--- src/rtl/muldiv_unit_if.sv ---
// Bus bundle between the EX stage and the multiply/divide unit: operation
// launch, squash, MTHI/MTLO writes, and the HI/LO results with status.
interface muldiv_unit_if #(
    parameter int DATA_WIDTH = 32
) ();
    logic                  start;
    logic [1:0]            op;
    logic [DATA_WIDTH-1:0] op_a;
    logic [DATA_WIDTH-1:0] op_b;
    logic                  flush;
    logic [1:0]            hilo_we;
    logic [DATA_WIDTH-1:0] hilo_wdata;
    logic                  busy;
    logic                  done;
    logic                  div_zero;
    logic [DATA_WIDTH-1:0] hi;
    logic [DATA_WIDTH-1:0] lo;

    modport master (
        output start, op, op_a, op_b, flush, hilo_we, hilo_wdata,
        input  busy, done, div_zero, hi, lo
    );

    modport slave (
        input  start, op, op_a, op_b, flush, hilo_we, hilo_wdata,
        output busy, done, div_zero, hi, lo
    );
endinterface

--- src/rtl/muldiv_unit.sv ---
// Iterative MULT/MULTU/DIV/DIVU unit owning the architectural HI/LO registers.
// Signed operations run on magnitudes; signs are reapplied in the FIX state.
module muldiv_unit #(
    parameter int DATA_WIDTH = 32
) (
    input logic         clk,
    input logic         reset,
    muldiv_unit_if.slave bus
);
    localparam int W  = DATA_WIDTH;
    localparam int CW = $clog2(W);
    localparam logic [CW-1:0] LAST = CW'(W - 1);

    typedef enum logic [1:0] {IDLE, MUL, DIV, FIX} stateT;

    stateT           state;
    logic            busyR, doneR, divZeroR;
    logic [W-1:0]    hiR, loR;
    logic [CW-1:0]   cnt;
    logic            isDiv, divByZero, negQ, negR;
    // operand: multiplicand (MUL) or divisor (DIV); accLo: multiplier or dividend/quotient
    logic [W-1:0]    operand, rawA, accHi, accLo;

    logic            aNeg, bNeg;
    logic [W-1:0]    aMag, bMag;
    logic [W:0]      mulSum, divShift, divTrial;
    logic [2*W-1:0]  prodNeg;
    logic [W-1:0]    quoNeg, remNeg;

    assign aNeg     = bus.op[0] & bus.op_a[W-1];
    assign bNeg     = bus.op[0] & bus.op_b[W-1];
    assign aMag     = aNeg ? -bus.op_a : bus.op_a;
    assign bMag     = bNeg ? -bus.op_b : bus.op_b;
    assign mulSum   = {1'b0, accHi} + (accLo[0] ? {1'b0, operand} : '0);
    assign divShift = {accHi, accLo[W-1]};
    assign divTrial = divShift - {1'b0, operand};
    assign prodNeg  = -{accHi, accLo};
    assign quoNeg   = -accLo;
    assign remNeg   = -accHi;

    assign bus.busy     = busyR;
    assign bus.done     = doneR;
    assign bus.div_zero = divZeroR;
    assign bus.hi       = hiR;
    assign bus.lo       = loR;

    // Control FSM, datapath iteration and HI/LO register updates.
    always_ff @(posedge clk) begin
        if (reset) begin
            state     <= IDLE;
            busyR     <= 1'b0;
            doneR     <= 1'b0;
            divZeroR  <= 1'b0;
            hiR       <= '0;
            loR       <= '0;
            cnt       <= '0;
            isDiv     <= 1'b0;
            divByZero <= 1'b0;
            negQ      <= 1'b0;
            negR      <= 1'b0;
            operand   <= '0;
            rawA      <= '0;
            accHi     <= '0;
            accLo     <= '0;
        end else begin
            doneR    <= 1'b0;
            divZeroR <= 1'b0;
            case (state)
                IDLE: begin
                    if (bus.hilo_we[1]) hiR <= bus.hilo_wdata;
                    if (bus.hilo_we[0]) loR <= bus.hilo_wdata;
                    if (bus.start && !bus.flush) begin
                        busyR     <= 1'b1;
                        cnt       <= '0;
                        accHi     <= '0;
                        rawA      <= bus.op_a;
                        isDiv     <= bus.op[1];
                        divByZero <= bus.op[1] && (bus.op_b == '0);
                        negQ      <= aNeg ^ bNeg;
                        negR      <= aNeg;
                        if (bus.op[1]) begin
                            operand <= bMag;
                            accLo   <= aMag;
                            state   <= DIV;
                        end else begin
                            operand <= aMag;
                            accLo   <= bMag;
                            state   <= MUL;
                        end
                    end
                end
                MUL: begin
                    if (bus.flush) begin
                        state <= IDLE;
                        busyR <= 1'b0;
                    end else begin
                        accHi <= mulSum[W:1];
                        accLo <= {mulSum[0], accLo[W-1:1]};
                        cnt   <= cnt + CW'(1);
                        if (cnt == LAST) state <= FIX;
                    end
                end
                DIV: begin
                    if (bus.flush) begin
                        state <= IDLE;
                        busyR <= 1'b0;
                    end else begin
                        if (!divTrial[W]) begin
                            accHi <= divTrial[W-1:0];
                            accLo <= {accLo[W-2:0], 1'b1};
                        end else begin
                            accHi <= divShift[W-1:0];
                            accLo <= {accLo[W-2:0], 1'b0};
                        end
                        cnt <= cnt + CW'(1);
                        if (cnt == LAST) state <= FIX;
                    end
                end
                FIX: begin
                    state <= IDLE;
                    busyR <= 1'b0;
                    if (!bus.flush) begin
                        doneR <= 1'b1;
                        if (isDiv) begin
                            if (divByZero) begin
                                loR      <= '1;
                                hiR      <= rawA;
                                divZeroR <= 1'b1;
                            end else begin
                                loR <= negQ ? quoNeg : accLo;
                                hiR <= negR ? remNeg : accHi;
                            end
                        end else begin
                            {hiR, loR} <= negQ ? prodNeg : {accHi, accLo};
                        end
                    end
                end
                default: begin
                    state <= IDLE;
                    busyR <= 1'b0;
                end
            endcase
        end
    end
endmodule

--- src/flat_wrapper.sv ---
// flat-port wrapper written by rule: the top's interface ports become plain ports
module muldiv_unit_flat 
#(
    parameter int DATA_WIDTH = 32
)
  (clk, reset, bus_start, bus_op, bus_op_a, bus_op_b, bus_flush, bus_hilo_we, bus_hilo_wdata, bus_busy, bus_done, bus_div_zero, bus_hi, bus_lo);
  muldiv_unit_if #(.DATA_WIDTH(DATA_WIDTH)) bus_i ();
  input logic clk;
  input logic reset;
  input wire logic [$bits(bus_i.start)-1:0] bus_start;
  input wire logic [$bits(bus_i.op)-1:0] bus_op;
  input wire logic [$bits(bus_i.op_a)-1:0] bus_op_a;
  input wire logic [$bits(bus_i.op_b)-1:0] bus_op_b;
  input wire logic [$bits(bus_i.flush)-1:0] bus_flush;
  input wire logic [$bits(bus_i.hilo_we)-1:0] bus_hilo_we;
  input wire logic [$bits(bus_i.hilo_wdata)-1:0] bus_hilo_wdata;
  output wire logic [$bits(bus_i.busy)-1:0] bus_busy;
  output wire logic [$bits(bus_i.done)-1:0] bus_done;
  output wire logic [$bits(bus_i.div_zero)-1:0] bus_div_zero;
  output wire logic [$bits(bus_i.hi)-1:0] bus_hi;
  output wire logic [$bits(bus_i.lo)-1:0] bus_lo;
  assign bus_i.start = bus_start;
  assign bus_i.op = bus_op;
  assign bus_i.op_a = bus_op_a;
  assign bus_i.op_b = bus_op_b;
  assign bus_i.flush = bus_flush;
  assign bus_i.hilo_we = bus_hilo_we;
  assign bus_i.hilo_wdata = bus_hilo_wdata;
  assign bus_busy = bus_i.busy;
  assign bus_done = bus_i.done;
  assign bus_div_zero = bus_i.div_zero;
  assign bus_hi = bus_i.hi;
  assign bus_lo = bus_i.lo;
  muldiv_unit #(.DATA_WIDTH(DATA_WIDTH)) u_core (.clk(clk), .reset(reset), .bus(bus_i));
endmodule
--- config.mk ---
export PLATFORM = sky130hd
export DESIGN_NAME = muldiv_unit_flat
export DESIGN_NICKNAME = d
export VERILOG_FILES = /design/src/rtl/muldiv_unit_if.sv /design/src/rtl/muldiv_unit.sv /design/src/flat_wrapper.sv
export SDC_FILE = /design/constraint.sdc
export NUM_CORES = 1
export LEC_CHECK = 0
export CAP_MARGIN = 20
export CORE_ASPECT_RATIO = 2
export CORE_MARGIN = 2
export CORE_UTILIZATION = 35
export CTS_CLUSTER_SIZE = 20
export DETAILED_ROUTE_END_ITERATION = 6
export GPL_ROUTABILITY_DRIVEN = 0
export GPL_TIMING_DRIVEN = 0
export PLACE_DENSITY = 0.56
export SETUP_SLACK_MARGIN = 0.05
export SLEW_MARGIN = 5
export SYNTH_ARGS = -nofsm -noshare
export SYNTH_HDL_FRONTEND = slang
export SYNTH_SLANG_ARGS = --single-unit
--- constraint.sdc ---
create_clock -name clk -period 4.7 [get_ports clk]
set_clock_uncertainty 0.1 [all_clocks]
set_input_delay 1.41 -clock clk [delete_from_list [all_inputs] [get_ports clk]]
set_output_delay 1.41 -clock clk [all_outputs]
set_load 0.02 [all_outputs]
==> metrics <==
drt first pass iters 6; Max Transition Viols Final 0; Post-CTS Resized 8; largest net degree at the start of global routing 15; H-Tree Depth 1; crit path buf inv count 4; Die W approximately 160 um; CP Class reg2reg; hold_buf cts 0; final hold viol count 0; CTS Buffer Depth 3; CP Capture Type flip-flop; Fmax achieved 218 MHz; Post-Syn Instances 2327; MaxCap Viol Count 0; WL/cell 28.2 um; critical path launch point type flip-flop; max incr delay on CP ~0.6 ns; placed cell area roughly 19000 um^2; number of synthesized register bits around 210; detailed-placement wirelength estimate 70600 um; worst setup slack after layout 0.119 ns; design area 20000 um^2; synth unique cells 76; Die Ht about 310 um; Yosys warnings 0; Root Buffer clkbuf_16; clock sinks between 200 and 250; leading area contributor after synthesis dfxtp_1; FFs w/ async S/R, synth 0%; Tmin final 4.58 ns; post-synth top area share between 20% and 30%; DRT iter0 DRCs around 1800; I/O Buffers about 170; fin util between 40% and 50%; slowest CP cell or4_1; Seq/Total Area, Yosys about a quarter; period utilization 97.5%; Remaining Overflow, GRT 0; first-pass GRT wire length around 130000 um; GRT Util Overall 35.4%; Setup Viol. Count Final 0; top cells by area, synth dfxtp_1, a21oi_1, nand2_1; CP cell instances inv_1, clkbuf_2, ha_1, inv_1, or4_1, or4_1, clkbuf_1, o41ai_1, xnor2_1, nor2_1, a211oi_2, a21oi_1, a211oi_1; syn avg cell area slightly above 7 um^2; Layout area overhead 19.4%; CTS buffer count 21; most frequent cell after synthesis nand2_1; CTS tree done; top_reg_cell synth dfxtp_1; worst-path fanout max 10; Core Footprint 47400 um^2; number of flops mapped to enable cells by yosys 0; VDD IR max around 410 uV; pre-CTS setup slack -0.568 ns; crit-path leading delay family compound AO/OA/AOI/OAI gates; Hold Crit Class reg2reg; layout cells sized above 1 ~3.5%; nets@finish approximately 2700; IO Pins ~170; Slew Limit Headroom 9.71%; Worst Tran Pin Value roughly 1.4 ns; Synth top cells by count nand2_1, a21oi_1, nor2_1, dfxtp_1, clkbuf_1; unrepaired setup endpoints after global routing yes; Routed WL just under 90000 um; initial antenna violation count 3; Vias 19800; setup total negative slack 0 ns; Setup Buffers After CTS 0; pwr dens between 500 and 600 nW/um^2; Post-Syn Area approximately 17000 um^2; Die Area between 40000 and 50000 um^2; Skew-Pair Late Insertion Delay 0.54 ns; Syn Nets ~2500; DRC viols 0; CP Data Arrival Time a little under 5 ns; row cnt around 110; outcome finished clean; Initial Utilization 35.4%; antenna-violating nets left 0; WP data required ~5.0 ns; number of vias per cell between 6 and 7; vias in the first global route around 20000; Pleak between 7 and 8 nW; Clock transition at path regs around 0.07 ns
[stage by stage]
| stage | cells | total power, mW | hold WS, ns |
|---|---|---|---|
| 5_1_grt | 3160 | 11.0 | 0.371 |
| 4_1_cts | 3160 | 10.3 | 0.356 |
| 3_5_place_dp | 3127 | 8.43 | 0.343 |
| 2_1_floorplan | 2327 | 5.99 | 0.331 |
| 6_report | 3161 | 10.6 | 0.356 |
| 3_3_place_gp | 3126 | 8.37 | 0.346 |
[cell usage in the layout (no fill, tap or decap), types with 23 or more instances in the layout]
cell / netlist / layout
a21oi_1: 259 / 258
o211ai_1: 34 / 34
a21o_1: 39 / 39
xor2_1: 71 / 70
o31ai_1: 29 / 29
nor3_1: 43 / 43
o221ai_1: 39 / 39
or3_1: 24 / 24
a31oi_1: 23 / 23
xnor2_1: 109 / 109
inv_1: 73 / 73
o21ai_0: 155 / 155
mux2i_1: 35 / 35
dfxtp_1: 206 / 205
clkbuf_1: 167 / 160
clkdlybuf4s50_1: 0 / 167
ha_1: 74 / 74
nand3_1: 28 / 28
a211oi_1: 58 / 56
nor2_1: 208 / 208
nand2_1: 300 / 300
a22oi_1: 39 / 39
[state kept, by name (all words and copies together), names as in the netlist, 2 cells and up]
register	flops
u_core.bus.hi	32
u_core.cnt	5
u_core.state	2
u_core.accHi	32
u_core.bus.lo	32
u_core.accLo	32
u_core.rawA	32
u_core.operand	32
[cell families (layout without fill, tap and decap cells)]
logic type / count (synthesis) / count (layout) / synth area share, %
and+or+nand+nor: 741 / 741 / 20.1
adders and majority gates: 76 / 76 / 5.77
xor gates and xnor gates: 180 / 180 / 9.41
muxes: 45 / 45 / 2.76
DFF: 206 / 206 / 24.6
other: 0 / 1 / 0
buffers and inverters: 262 / 463 / 6.03
AOI/OAI and AO/OA: 817 / 817 / 31.3
[path summary, 6_finish.rpt]
check | from | end | slack (ns) | cells past startpoint
worst max-delay path | u_core.accLo[0] | u_core.bus.hi[10] | 0.12 | 13
worst min-delay path | u_core.operand[7] | u_core.operand[7] | 0.36 | 2
worst max register to register | u_core.accLo[0] | u_core.bus.hi[10] | 0.12 | 13
worst min register to register | u_core.operand[7] | u_core.operand[7] | 0.36 | 2
[worst reg2reg max path, cell delays in order, from the launching register on]
cell      delay [ns]
dfxtp_1         0.50
inv_1           0.30
clkbuf_2        0.37
ha_1            0.25
inv_1           0.10
or4_1           0.60
or4_1           0.54
clkbuf_1        0.21
o41ai_1         0.47
xnor2_1         0.18
nor2_1          0.07
a211oi_2        0.38
a21oi_1         0.13
a211oi_1        0.29
[layer usage]
metal	GRT usage, %	part of all wire [%]
met1	34.3	32
met2	63.1	50
met3	5.58	6.9
met4	31.5	11
met5	0	0.043
[report_power, final]
part           total [mW]  switching, mW  leakage [nW]  internal, mW
Combinational        6.03           4.04          5.31          1.99
Clock                1.90          0.793         0.361          1.11
Sequential           2.62          0.446          1.69          2.18
Total                10.6           5.28          7.36          5.28
[area by class of cell]
cell class | count | area, um^2
Clock inverter | 6 | 134
Sequential cell | 206 | 4130
Fill cell | 5019 | 27400
Inverter | 75 | 282
Multi-Input combinational cell | 1859 | 11600
Timing Repair Buffer | 168 | 1680
Antenna cell | 1 | 2.50
Tap cell | 632 | 791
Clock buffer | 27 | 598
Buffer | 187 | 741
Power figures use the tool's default switching activity.
==> RTL edit: new RTL, same settings <==
`DATA_WIDTH` is set to 32 in 3 places; all go to 16.
--- a/src/rtl/muldiv_unit_if.sv
+++ b/src/rtl/muldiv_unit_if.sv
@@ -1,7 +1,7 @@
 // Bus bundle between the EX stage and the multiply/divide unit: operation
 // launch, squash, MTHI/MTLO writes, and the HI/LO results with status.
 interface muldiv_unit_if #(
-    parameter int DATA_WIDTH = 32
+    parameter int DATA_WIDTH = 16
 ) ();
     logic                  start;
     logic [1:0]            op;
--- a/src/rtl/muldiv_unit.sv
+++ b/src/rtl/muldiv_unit.sv
@@ -1,7 +1,7 @@
 // Iterative MULT/MULTU/DIV/DIVU unit owning the architectural HI/LO registers.
 // Signed operations run on magnitudes; signs are reapplied in the FIX state.
 module muldiv_unit #(
-    parameter int DATA_WIDTH = 32
+    parameter int DATA_WIDTH = 16
 ) (
     input logic         clk,
     input logic         reset,
--- a/src/flat_wrapper.sv
+++ b/src/flat_wrapper.sv
@@ -1,7 +1,7 @@
 // flat-port wrapper written by rule: the top's interface ports become plain ports
 module muldiv_unit_flat 
 #(
-    parameter int DATA_WIDTH = 32
+    parameter int DATA_WIDTH = 16
 )
   (clk, reset, bus_start, bus_op, bus_op_a, bus_op_b, bus_flush, bus_hilo_we, bus_hilo_wdata, bus_busy, bus_done, bus_div_zero, bus_hi, bus_lo);
   muldiv_unit_if #(.DATA_WIDTH(DATA_WIDTH)) bus_i ();
Ports: changed (5 resized); port bits go from 171 to 91. No check against the original RTL was run, so the function may have changed too.
==> RTL edit against the unedited design <==
  * Synthesized area shrank 49%
  * Setup slack gained 490 ps
  * Sequential cell count shrank 97
  * Cell count decreased by 51%
  * Cell area is 49% lower
  * Power decreased by 50%
  * Routed wire length shrank 61%
  * Largest cell class unchanged
==> RTL edit: results (changes against the unedited design) <==
The fraction of final layout cells with drive strength greater than 1 is 3.61% (was 3.48%). The initial DRC count is 474 (was 1776). The origin of the critical flop-to-flop path is u_core.accLo[15] (was u_core.accLo[0]). The length of routed wiring on met1 is 11.5 mm (was 28.3 mm). Result of the run: completed (unchanged). Cells taking the most area after synthesis: sky130_fd_sc_hd__dfxtp_1 25%, sky130_fd_sc_hd__nand2_1 7.9%, sky130_fd_sc_hd__a21oi_1 7.1% (was sky130_fd_sc_hd__dfxtp_1 25%, sky130_fd_sc_hd__a21oi_1 7.7%, sky130_fd_sc_hd__nand2_1 6.7%).

Cell types with the highest counts after synthesis: 180 x sky130_fd_sc_hd__nand2_1, 121 x sky130_fd_sc_hd__a21oi_1, 109 x sky130_fd_sc_hd__dfxtp_1, 103 x sky130_fd_sc_hd__nor2_1, 70 x sky130_fd_sc_hd__clkbuf_1 (was 300 x sky130_fd_sc_hd__nand2_1, 259 x sky130_fd_sc_hd__a21oi_1, 208 x sky130_fd_sc_hd__nor2_1, 206 x sky130_fd_sc_hd__dfxtp_1, 167 x sky130_fd_sc_hd__clkbuf_1). The delay of the slowest critical-path stage came to 550 ps (was 600 ps). The post-synthesis sequential area ratio is 25.4% (was 24.6%).

The count of buffers inserted at the top-level ports came out at 89 (was 167). The count of antenna diodes in the layout was 0 (was 1). The wire length of the first global-routing pass came to 52.4 mm (was 127 mm). The global router's overall resource usage came out at 27.0% (was 35.4%). The internal power is 2.71 mW (was 5.28 mW). The final net count came to 1368 (was 2698).

The largest buffer count on any clock path is 2 (was 3). The count of TritonRoute iterations in the first routing pass is 5 (was 6). The detailed route wirelength on metal3 is 1.09 mm (was 6.11 mm).

The leakage power of the design came out at 3.87 nW (was 7.36 nW). The number of H-tree levels came out at 3 (was 1). The post-route cell area is 10200 um^2 (was 20000 um^2). The number of global-route vias before repair is 9237 (was 19700). The total vias in the final route is 8979 (was 19800). The placement-stage worst setup slack is 178 ps (was -568 ps). The pin count of the biggest net entering global routing came out at 21 (was 15). The total length of routed met2 wires is 18.5 mm (was 44.5 mm). The data arrival at the endpoint of the critical path is 4270 ps (was 4920 ps).
RTL edit: cell types whose count changed in the layout (fill, tap and decap cells not counted), sizes merged, moves of 32 or more:
| cell | unedited run | this run |
|---|---|---|
| a211oi | 58 | 15 |
| a21oi | 260 | 123 |
| clkbuf | 194 | 80 |
| clkdlybuf4s50 | 167 | 89 |
| dfxtp | 206 | 109 |
| ha | 74 | 41 |
| inv | 75 | 43 |
| nand2 | 300 | 181 |
| nor2 | 208 | 103 |
| o21ai | 162 | 70 |
| xnor2 | 109 | 59 |
| xor2 | 71 | 30 |
RTL edit: worst paths after layout:
check | endpoint | slack (ps) | cells past startpoint
worst max-delay path | u_core.accHi[13] | 610 | 8
worst min-delay path | u_core.bus.lo[11] | 360 | 2
worst max register to register | u_core.accHi[13] | 730 | 12
worst min register to register | u_core.bus.lo[11] | 360 | 2
RTL edit: final cells by class:
cell class	instances	area share (%)
inverter	41	1.52
buffer	81	3.30
timing repair buffer	89	8.77
multi-input combinational	938	58.2
clock buffer	9	2.22
clock inverter	7	0.900
tap	290	3.57
sequential	109	21.5
RTL edit: kinds of logic after synthesis:
kind of cell	count (synthesis)	share of synthesized area [%]
AOI/OAI and AO/OA	361	27.3
xor gates and xnor gates	89	9.08
and+or+nand+nor	406	21.4
buffers and inverters	122	5.70
adders and majority gates	43	6.44
DFF	109	25.4
muxes	39	4.59
RTL edit: power groups by stage:
stage | logic, mW | registers, mW | clock network, mW
4_1_cts | 3.07 | 1.38 | 0.851
3_5_place_dp | 3.05 | 1.40 | 0
5_1_grt | 3.36 | 1.40 | 0.884
2_1_floorplan | 1.91 | 1.44 | 0
6_report | 3.08 | 1.38 | 0.837
3_3_place_gp | 3.03 | 1.40 | 0
